### src/rtl/sync_fifo_pkg.sv
// Shared constants for the synchronous FIFO: default geometry, flag thresholds
// and the encodings of the read-mode selector.
package sync_fifo_pkg;

   localparam int DefaultDataWidth     = 8;
   localparam int DefaultDepth         = 16;
   localparam int DefaultAddrWidth     = 4;
   localparam int DefaultAlmostFullTh  = 14;
   localparam int DefaultAlmostEmptyTh = 2;

   // Read-mode selector: standard mode has one cycle of read latency after a
   // pop; fall-through mode shows the head word as soon as the FIFO is not empty.
   typedef enum int {
      FwftStandard    = 0,
      FwftFallThrough = 1
   } fwftMode_e;

endpackage

### src/rtl/sync_fifo_mem.sv
// Storage array for the FIFO: one write port and one read port on a single
// clock. The read side is registered in standard mode and combinational in
// fall-through mode. The array itself has no reset; only the read register has one.
module sync_fifo_mem
   import sync_fifo_pkg::*;
#(
   parameter int Data_width    = DefaultDataWidth,
   parameter int Address_width = DefaultAddrWidth,
   parameter int Fwft          = FwftStandard
) (
   input  logic                     Clk,
   input  logic                     Rst,
   input  logic                     wrEn_i,
   input  logic [Address_width-1:0] wrAddr_i,
   input  logic [Data_width-1:0]    wrData_i,
   input  logic                     rdEn_i,
   input  logic [Address_width-1:0] rdAddr_i,
   output logic [Data_width-1:0]    rdData_o
);

   localparam int Entries = 1 << Address_width;

   logic [Data_width-1:0] mem_q [Entries];
   logic [Data_width-1:0] rdData_q;

   // Write the incoming word into the array. There is no reset, so the contents survive Rst.
   always_ff @(posedge Clk) begin
      if (wrEn_i) begin
         mem_q[wrAddr_i] <= wrData_i;
      end
   end

   // Load the head word into the read register when a pop is accepted. This is a
   // read-before-write, so a simultaneous write to the same slot still returns the old word.
   always_ff @(posedge Clk or posedge Rst) begin
      if (Rst) begin
         rdData_q <= '0;
      end else if (rdEn_i) begin
         rdData_q <= mem_q[rdAddr_i];
      end
   end

   // Select the read path for the mode. The read register becomes dead logic in fall-through mode.
   assign rdData_o = (Fwft == FwftFallThrough) ? mem_q[rdAddr_i] : rdData_q;

endmodule

### src/rtl/sync_fifo.sv
// Synchronous FIFO with occupancy count, full/empty and threshold flags, and
// sticky overflow/underflow error flags. The pointers carry one extra wrap bit,
// so full and empty can be told apart when the lower address bits are equal.
module sync_fifo
   import sync_fifo_pkg::*;
#(
   parameter int Data_width      = DefaultDataWidth,
   parameter int Depth           = DefaultDepth,
   parameter int Address_width   = DefaultAddrWidth,
   parameter int Almost_full_th  = DefaultAlmostFullTh,
   parameter int Almost_empty_th = DefaultAlmostEmptyTh,
   parameter int Fwft            = FwftStandard
) (
   input  logic                   Clk,
   input  logic                   Rst,
   input  logic [Data_width-1:0]  Wrdata,
   input  logic                   Push,
   input  logic                   Pop,
   output logic [Data_width-1:0]  Rdata,
   output logic                   Full,
   output logic                   Empty,
   output logic                   Almost_full,
   output logic                   Almost_empty,
   output logic [Address_width:0] Count,
   output logic                   Overflow,
   output logic                   Underflow
);

   localparam logic [Address_width:0] CountOne   = {{Address_width{1'b0}}, 1'b1};
   localparam logic [Address_width:0] AlmostFull = Almost_full_th[Address_width:0];
   localparam logic [Address_width:0] AlmostEmpt = Almost_empty_th[Address_width:0];

   logic [Address_width:0] wrPtr_q, wrPtr_d;
   logic [Address_width:0] rdPtr_q, rdPtr_d;
   logic [Address_width:0] count_q, count_d;
   logic                   full_q, full_d;
   logic                   empty_q, empty_d;
   logic                   almostFull_q, almostFull_d;
   logic                   almostEmpty_q, almostEmpty_d;
   logic                   overflow_q, overflow_d;
   logic                   underflow_q, underflow_d;
   logic                   pushAccept;
   logic                   popAccept;
   logic [Data_width-1:0]  memRdData;

   // Decide which requests are accepted and compute the next pointers, count and flags.
   // A push into a full FIFO is accepted when a pop frees a slot in the same cycle.
   always_comb begin
      popAccept  = Pop && !empty_q;
      pushAccept = Push && (!full_q || popAccept);

      wrPtr_d = pushAccept ? (wrPtr_q + CountOne) : wrPtr_q;
      rdPtr_d = popAccept  ? (rdPtr_q + CountOne) : rdPtr_q;

      count_d = count_q;
      case ({pushAccept, popAccept})
         2'b10:   count_d = count_q + CountOne;
         2'b01:   count_d = count_q - CountOne;
         default: count_d = count_q;
      endcase

      full_d  = (wrPtr_d[Address_width] != rdPtr_d[Address_width]) &&
                (wrPtr_d[Address_width-1:0] == rdPtr_d[Address_width-1:0]);
      empty_d = (wrPtr_d == rdPtr_d);

      almostFull_d  = (count_d >= AlmostFull);
      almostEmpty_d = (count_d <= AlmostEmpt);

      overflow_d  = overflow_q  || (Push && full_q && !popAccept);
      underflow_d = underflow_q || (Pop && empty_q);
   end

   // Hold the pointers, count and every status flag. Reset leaves the FIFO
   // empty with both error flags clear.
   always_ff @(posedge Clk or posedge Rst) begin
      if (Rst) begin
         wrPtr_q       <= '0;
         rdPtr_q       <= '0;
         count_q       <= '0;
         full_q        <= 1'b0;
         empty_q       <= 1'b1;
         almostFull_q  <= 1'b0;
         almostEmpty_q <= 1'b1;
         overflow_q    <= 1'b0;
         underflow_q   <= 1'b0;
      end else begin
         wrPtr_q       <= wrPtr_d;
         rdPtr_q       <= rdPtr_d;
         count_q       <= count_d;
         full_q        <= full_d;
         empty_q       <= empty_d;
         almostFull_q  <= almostFull_d;
         almostEmpty_q <= almostEmpty_d;
         overflow_q    <= overflow_d;
         underflow_q   <= underflow_d;
      end
   end

   sync_fifo_mem #(
      .Data_width    (Data_width),
      .Address_width (Address_width),
      .Fwft          (Fwft)
   ) u_mem (
      .Clk      (Clk),
      .Rst      (Rst),
      .wrEn_i   (pushAccept),
      .wrAddr_i (wrPtr_q[Address_width-1:0]),
      .wrData_i (Wrdata),
      .rdEn_i   (popAccept),
      .rdAddr_i (rdPtr_q[Address_width-1:0]),
      .rdData_o (memRdData)
   );

   // In fall-through mode the output is forced to zero while empty, so reset
   // visibly clears it even though the array itself is not reset.
   assign Rdata        = ((Fwft == FwftFallThrough) && empty_q) ? '0 : memRdData;
   assign Full         = full_q;
   assign Empty        = empty_q;
   assign Almost_full  = almostFull_q;
   assign Almost_empty = almostEmpty_q;
   assign Count        = count_q;
   assign Overflow     = overflow_q;
   assign Underflow    = underflow_q;

endmodule

### config.mk
export PLATFORM = sky130hd
export DESIGN_NAME = sync_fifo
export DESIGN_NICKNAME = d
export VERILOG_FILES = /design/src/rtl/sync_fifo_pkg.sv /design/src/rtl/sync_fifo_mem.sv /design/src/rtl/sync_fifo.sv
export SDC_FILE = /design/constraint.sdc
export NUM_CORES = 1
export LEC_CHECK = 0
export ABC_AREA = 1
export CORE_MARGIN = 2
export CORE_UTILIZATION = 45
export CTS_CLUSTER_SIZE = 12
export DETAILED_ROUTE_END_ITERATION = 16
export PLACE_DENSITY_LB_ADDON = 0.15
export SLEW_MARGIN = 40
export SYNTH_ARGS = -nofsm -noshare
export SYNTH_HDL_FRONTEND = slang
export SYNTH_SLANG_ARGS = --single-unit
### constraint.sdc
create_clock -name Clk -period 2.7 [get_ports Clk]
set_input_delay 0.27 -clock Clk [delete_from_list [all_inputs] [get_ports Clk]]
set_output_delay 0.27 -clock Clk [all_outputs]
set_load 0.005 [all_outputs]
==> results of run 1 <==
## cells in the final DEF (no fill, tap or decap), drive strengths merged, types with 16 or more instances in the layout
cell type and count:
edfxtp 128, nor2 128, nand2 102, o21ai 67, inv 43, nand3 41
clkdlybuf4s50 30, dfrtp 27, buf 26, a21oi 19, clkbuf 17, o211ai 16
## cell type report
class / instances / area, sq um
Sequential cell: 157 / 4573
Clock buffer: 17 / 425.4
Fill cell: 1302 / 6982
Inverter: 42 / 157.7
Multi-Input combinational cell: 405 / 1961
Clock inverter: 14 / 191.4
Tap cell: 188 / 235.2
Timing Repair Buffer: 56 / 508.0
## through the flow
step / std cells / worst slack (ps)
after floorplan: 629 / 520.5
after global placement: 848 / 275.2
after detailed placement: 848 / 214.4
after CTS: 879 / 375.7
after global routing: 879 / 136.6
final: 879 / 355.6
## worst max-delay path by stage
stage | startpoint | end | slack (ps) | cells after the start
floorplan | Empty | Almost_empty | 520 | 15
global placement | Pop | Almost_empty | 280 | 15
detailed placement | Pop | Almost_empty | 210 | 16
CTS | Empty | Almost_empty | 380 | 15
global route | Empty | Almost_empty | 140 | 15
finish | Empty | Almost_empty | 360 | 15
## report_power, final
group / switching [mW] / internal (mW) / total, mW
clock network: 0.960 / 1.54 / 2.50
logic: 1.81 / 1.08 / 2.89
registers: 0.385 / 3.00 / 3.38
## critical path: cells and delay by family, from the launching register on
family | cells | cell delay [ps]
and+or+nand+nor | 11 | 1100
DFF | 1 | 570
adders and majority gates | 2 | 400
AOI/OAI and AO/OA | 1 | 150
buffers and inverters | 1 | 70
## per-layer routing
layer  track usage [%]  vias up  wire length, microns
li1                  -     2257                     -
met1             28.61     2304                  7218
met2             32.27      122                  7700
met3             5.905       28                   766
met4             7.304        0                   355
met5                 0        -                     0
## logic make-up (layout without fill, tap and decap cells)
family / Yosys count / after routing / share of synthesized area [%]
buffers and inverters: 67 / 129 / 4.517
adders and majority gates: 8 / 8 / 1.463
DFF: 157 / 157 / 66.83
AOI/OAI and AO/OA: 105 / 105 / 8.431
and+or+nand+nor: 290 / 290 / 18.40
xor gates and xnor gates: 2 / 2 / 0.3659
## state kept, by name, indices dropped and copies added (netlist names)
| name | cells |
|---|---|
| Empty | 1 |
| u_mem.mem_q | 128 |
| Count | 5 |
| Almost_empty | 1 |
| Underflow | 1 |
| wrPtr_q | 5 |
| u_mem.rdData_o | 8 |
| rdPtr_q | 5 |
| Overflow | 1 |
| Full | 1 |
| Almost_full | 1 |
==> impl_results.md, run 1 <==
* Bufs on Longest Clock Path at 2
* R2R Path End: Almost_empty
* DRT antenna net count at 0
* CP Capture Type: flip-flop
* Fmax at 0.4266 GHz
* Tot Pwr at 8.778 mW
* Pre-antenna DRT Iters at 5
* Leak at 3.087 nW
* Worst-path maximum fanout at 10
* Crit Path Category: flip-flop to flip-flop
* Setup crit start kind: flip-flop
* CORE AREA at 0.01503 sq mm
* Status: complete, no violations
* Synth area leaders: edfxtp_1, dfrtp_1, nor2_1, nand2_1, o21ai_0
* Actual slew at the worst max-slew pin at 732.3 ps
* Post-synth cell types at 35
* Final net count at 699
* H-tree depth reported by CTS at 4
* RSZ-0062 raised after global routing: false
* Vias at 4,711
* Largest net degree at the start of global routing at 46
* Yosys warnings at 0
* Rel. slew slack at 51.03%
* Fin. max-slew vios at 0
* Total die area at 0.01621 sq mm
* Wirelength, routed at 16,040 microns
* Top_reg_cell synth: edfxtp_1
* Largest area contributor in the netlist: edfxtp_1
* Initial antenna violation count at 0
* First-pass GRT wire length at 25,210 microns
* Detailed placement HPWL at 10,490 microns
* Synthesized cell area at 0.006842 sq mm
* EDFF count, synth at 128
* P per Cell Area at 1090 mW/mm^2
* Die H at 127.3 microns
* Post-synth top cells: edfxtp_1, nor2_1, nand2_1
* Hold Crit Class: input pin to asynchronous set/reset pin
* # IOs at 31
* Peak VDD IR at 0.0005391 V
* Reg2reg start: Empty
* Seq/Total Area, Yosys at 66.83%
* Synth top area share at 56.18%
* Worst skew pair latency at 430 ps
* Worst clock skew at 6.516 ps
* Worst EP arrival at 2710 ps
* Clk slew on worst S/H paths at 60 ps
* Area Growth Syn to Fin at 17.68%
* Share of post-route cells with drive strength above 1 at 12.30%
* Cell with the most instances after synthesis: edfxtp_1
* Critical Path RT at 3070 ps
* Resize count post-CTS at 0
* CTS hold repair buffers at 0
* Synth Register Bits at 157
* Initial core utilization at 45.51%
* GRT Residual Overflow at 0
* Detailed-route DRC error count at 0
* Final instance area at 0.008051 sq mm
* DR iter-0 viols at 517
* Fin Setup TNS at 0 ps
* R2R Setup Slk at 360 ps
* Slowest CP cell: dfstp_2
* N_diodes at 0
* Period minus WS final at 2344 ps
* Post-DR wirelength/cell at 18.25 microns
* Post-synth ARST share at 18.47%
* CP cell instances: inv_2, nand2_2, nand2_4, nand2_8, ha_1, nor2_1, nor2_1, ha_1, a21o_1, nand3_1, nand2_1, nand3_1, nand2_1, nand2_2, nor2_2
* Depth of the most critical reg-to-reg path at 15
* Synth Area per Inst at 10.88 sq um
* TritonCTS Buffers at 17
* Clock sink count at 157
* Final hold violation count at 0
* Max Cap Viol at 0
* Syn_nets at 649
* Final Cycle Share at 86.83%
* Root Driver: clkbuf_16
* Post-Syn Instances at 629
* GPL Wtd Cong at 0.8998
* Total track usage at 20.90%
* Row count at 45
* Post-layout util at 53.56%
* Die W at 127.3 microns
* Post-CTS Setup Repair Bufs at 0
* Fin Hold WS at 262.8 ps
* # port buffers at 30
* CTS tree: done
* Setup-failing EPs final at 0
* Vias in the first global route at 4,582
* Placed Area at 0.007435 sq mm
* Crit-path max cell delay at 570 ps
* Vias/cell at 5.359
Power figures use the tool's default switching activity.
==> run 2: changes to the inputs <==
--- a/config.mk
+++ b/config.mk
@@ -7,7 +7,7 @@
 export LEC_CHECK = 0
 export ABC_AREA = 1
 export CORE_MARGIN = 2
-export CORE_UTILIZATION = 45
+export CORE_UTILIZATION = 30
 export CTS_CLUSTER_SIZE = 12
 export DETAILED_ROUTE_END_ITERATION = 16
 export PLACE_DENSITY_LB_ADDON = 0.15
==> impl_results.md, run 2 (synthesis results as in run 1) <==
* Status: complete, no violations
* Setup-failing EPs final at 0
* Pre-antenna DRT Iters at 4
* Switching pwr at 3.180 mW
* Max Cap Viol at 0
* Total track usage at 14.69%
* Final instance area at 0.008164 sq mm
* Row count at 55
* CTS hold repair buffers at 0
* Largest net degree at the start of global routing at 74
* Clk slew on worst S/H paths at 60 ps
* Leading cell type in the layout, fill and taps excluded: edfxtp_1
* Fin Setup TNS at 0 ps
* Reg area at 0.004573 sq mm
* Placed Area at 0.007579 sq mm
* Worst-path maximum fanout at 7
* Rel. slew slack at 51.98%
* GRT Residual Overflow at 0
* Vias in the first global route at 4,591
* Register share of total power at 37.4%
* TritonCTS Buffers at 17
* Internal power at 5.498 mW
* DR iter-0 viols at 437
* Initial core utilization at 30.40%
* Detailed-route DRC error count at 0
* Crit Path Category: flip-flop to flip-flop
* First-pass GRT wire length at 26,540 microns
* Post-DR wirelength/cell at 16.95 microns
* DRT antenna net count at 0
* Actual slew at the worst max-slew pin at 718.1 ps
* Leak at 3.088 nW
* Clock sink count at 157
* Worst EP arrival at 2720 ps
* Bufs on Longest Clock Path at 2
* Total die area at 0.02403 sq mm
* N_diodes at 0
* RSZ-0062 raised after global routing: false
* Depth of the most critical reg-to-reg path at 15
* CP Capture Type: flip-flop
* CTS tree: done
* Final hold violation count at 0
* Peak VDD IR at 0.0004902 V
* Switching part of the total power at 36.64%
* Final net count at 702
* H-tree depth reported by CTS at 4
* CP endpoint: Almost_empty
* Clock power share at 27.4%
* Post-CTS Setup Repair Bufs at 0
* Initial antenna violation count at 0
* Gate power share at 35.2%
* Die W at 155.0 microns
* Vias at 4,563
* Share of post-route cells with drive strength above 1 at 12.66%
* Hold Crit Class: input pin to asynchronous set/reset pin
* Final Cycle Share at 87.42%
* Root Driver: clkbuf_16
* # IOs at 31
* P per Cell Area at 1063 mW/mm^2
* Max reg flops at 128
* Worst clock skew at 9.115 ps
* Pre-CTS setup slack at 190.8 ps
* Wirelength, routed at 16,610 microns
* Area Growth Syn to Fin at 19.33%
* Resize count post-CTS at 0
* Fill cell count at 2,209
* Die H at 155.0 microns
* # port buffers at 30
* Multi-input logic area at 0.001961 sq mm
* Critical Path RT at 3060 ps
* Fin worst setup slack at 339.7 ps
* GPL Wtd Cong at 0.8794
* Vias/cell at 4.656
* CORE AREA at 0.02250 sq mm
* Crit. Startpoint: Empty
* Setup crit start kind: flip-flop
* Reg2reg start: Empty
* Commonest non-fill, non-tap cells in the layout: edfxtp_1, nor2_1, nand2_1, o21ai_0, nand3_1
* Worst skew pair latency at 420 ps
* R2R Setup Slk at 340 ps
* Biggest register: u_mem.mem_q
* R2R Path End: Almost_empty
* Fmax at 0.4237 GHz
* Fin. max-slew vios at 0
* Detailed placement HPWL at 10,560 microns
* Period minus WS final at 2360 ps
[run 2: through the flow]
| step | utilization [%] | std cells | hold slack (ps) | total power [mW] |
|---|---|---|---|---|
| after floorplan | - | 629 | 346.6 | 5.262 |
| after global placement | 33.68 | 948 | 481.6 | 6.388 |
| after detailed placement | 33.68 | 948 | 473.1 | 6.392 |
| after CTS | 36.28 | 980 | 240.4 | 8.803 |
| after global routing | 36.28 | 980 | 267.3 | 9.311 |
| final | 36.28 | 980 | 235.2 | 8.678 |
[run 2: layout make-up]
cell class,instances,share of cell area [%]
clock buffers,18,5.257
clock inverters,14,1.916
inverters,42,1.931
multi-input cells,405,24.02
flip-flops and latches,157,56.02
well taps,285,4.368
repair buffers,59,6.498
[run 2: worst max-delay path: stages (launching register included)]
cell     delay (ps)
dfstp_2         560
inv_2            60
nand2_2         120
nand2_4         120
nand2_8          80
ha_1            270
nor2_1           80
nor2_1          150
ha_1            200
a21o_1          130
nand3_1          80
nand2_1         110
nand3_1         110
nand2_1          90
nand2_2          60
nor2_2           90
[run 2: power groups by stage]
stage | Clock [mW] | Sequential (mW) | Combinational [mW]
5_1_grt | 2.53 | 3.30 | 3.49
3_3_place_gp | 0 | 3.30 | 3.09
6_report | 2.38 | 3.25 | 3.05
3_5_place_dp | 0 | 3.30 | 3.09
2_1_floorplan | 0 | 3.24 | 2.02
4_1_cts | 2.44 | 3.25 | 3.11
[run 2: worst min path at each step]
stage	slack (ps)	end	cells after the start	startpoint
finish	240	Count[0]	3	Rst
global route	270	u_mem.rdData_o[1]	3	Rst
CTS	240	Count[0]	3	Rst
detailed placement	470	Underflow	1	Underflow
global placement	480	Underflow	1	Underflow
floorplan	350	Almost_full	1	Rst
[run 2: per-layer routing]
metal | part of all wire, % | vias up | GRT usage [%]
met4 | 1.1 | 0 | 4.145
met3 | 3.9 | 15 | 2.563
met5 | 0 | - | 0
met1 | 46 | 2217 | 20.07
met2 | 49 | 71 | 24.17
li1 | - | 2260 | -
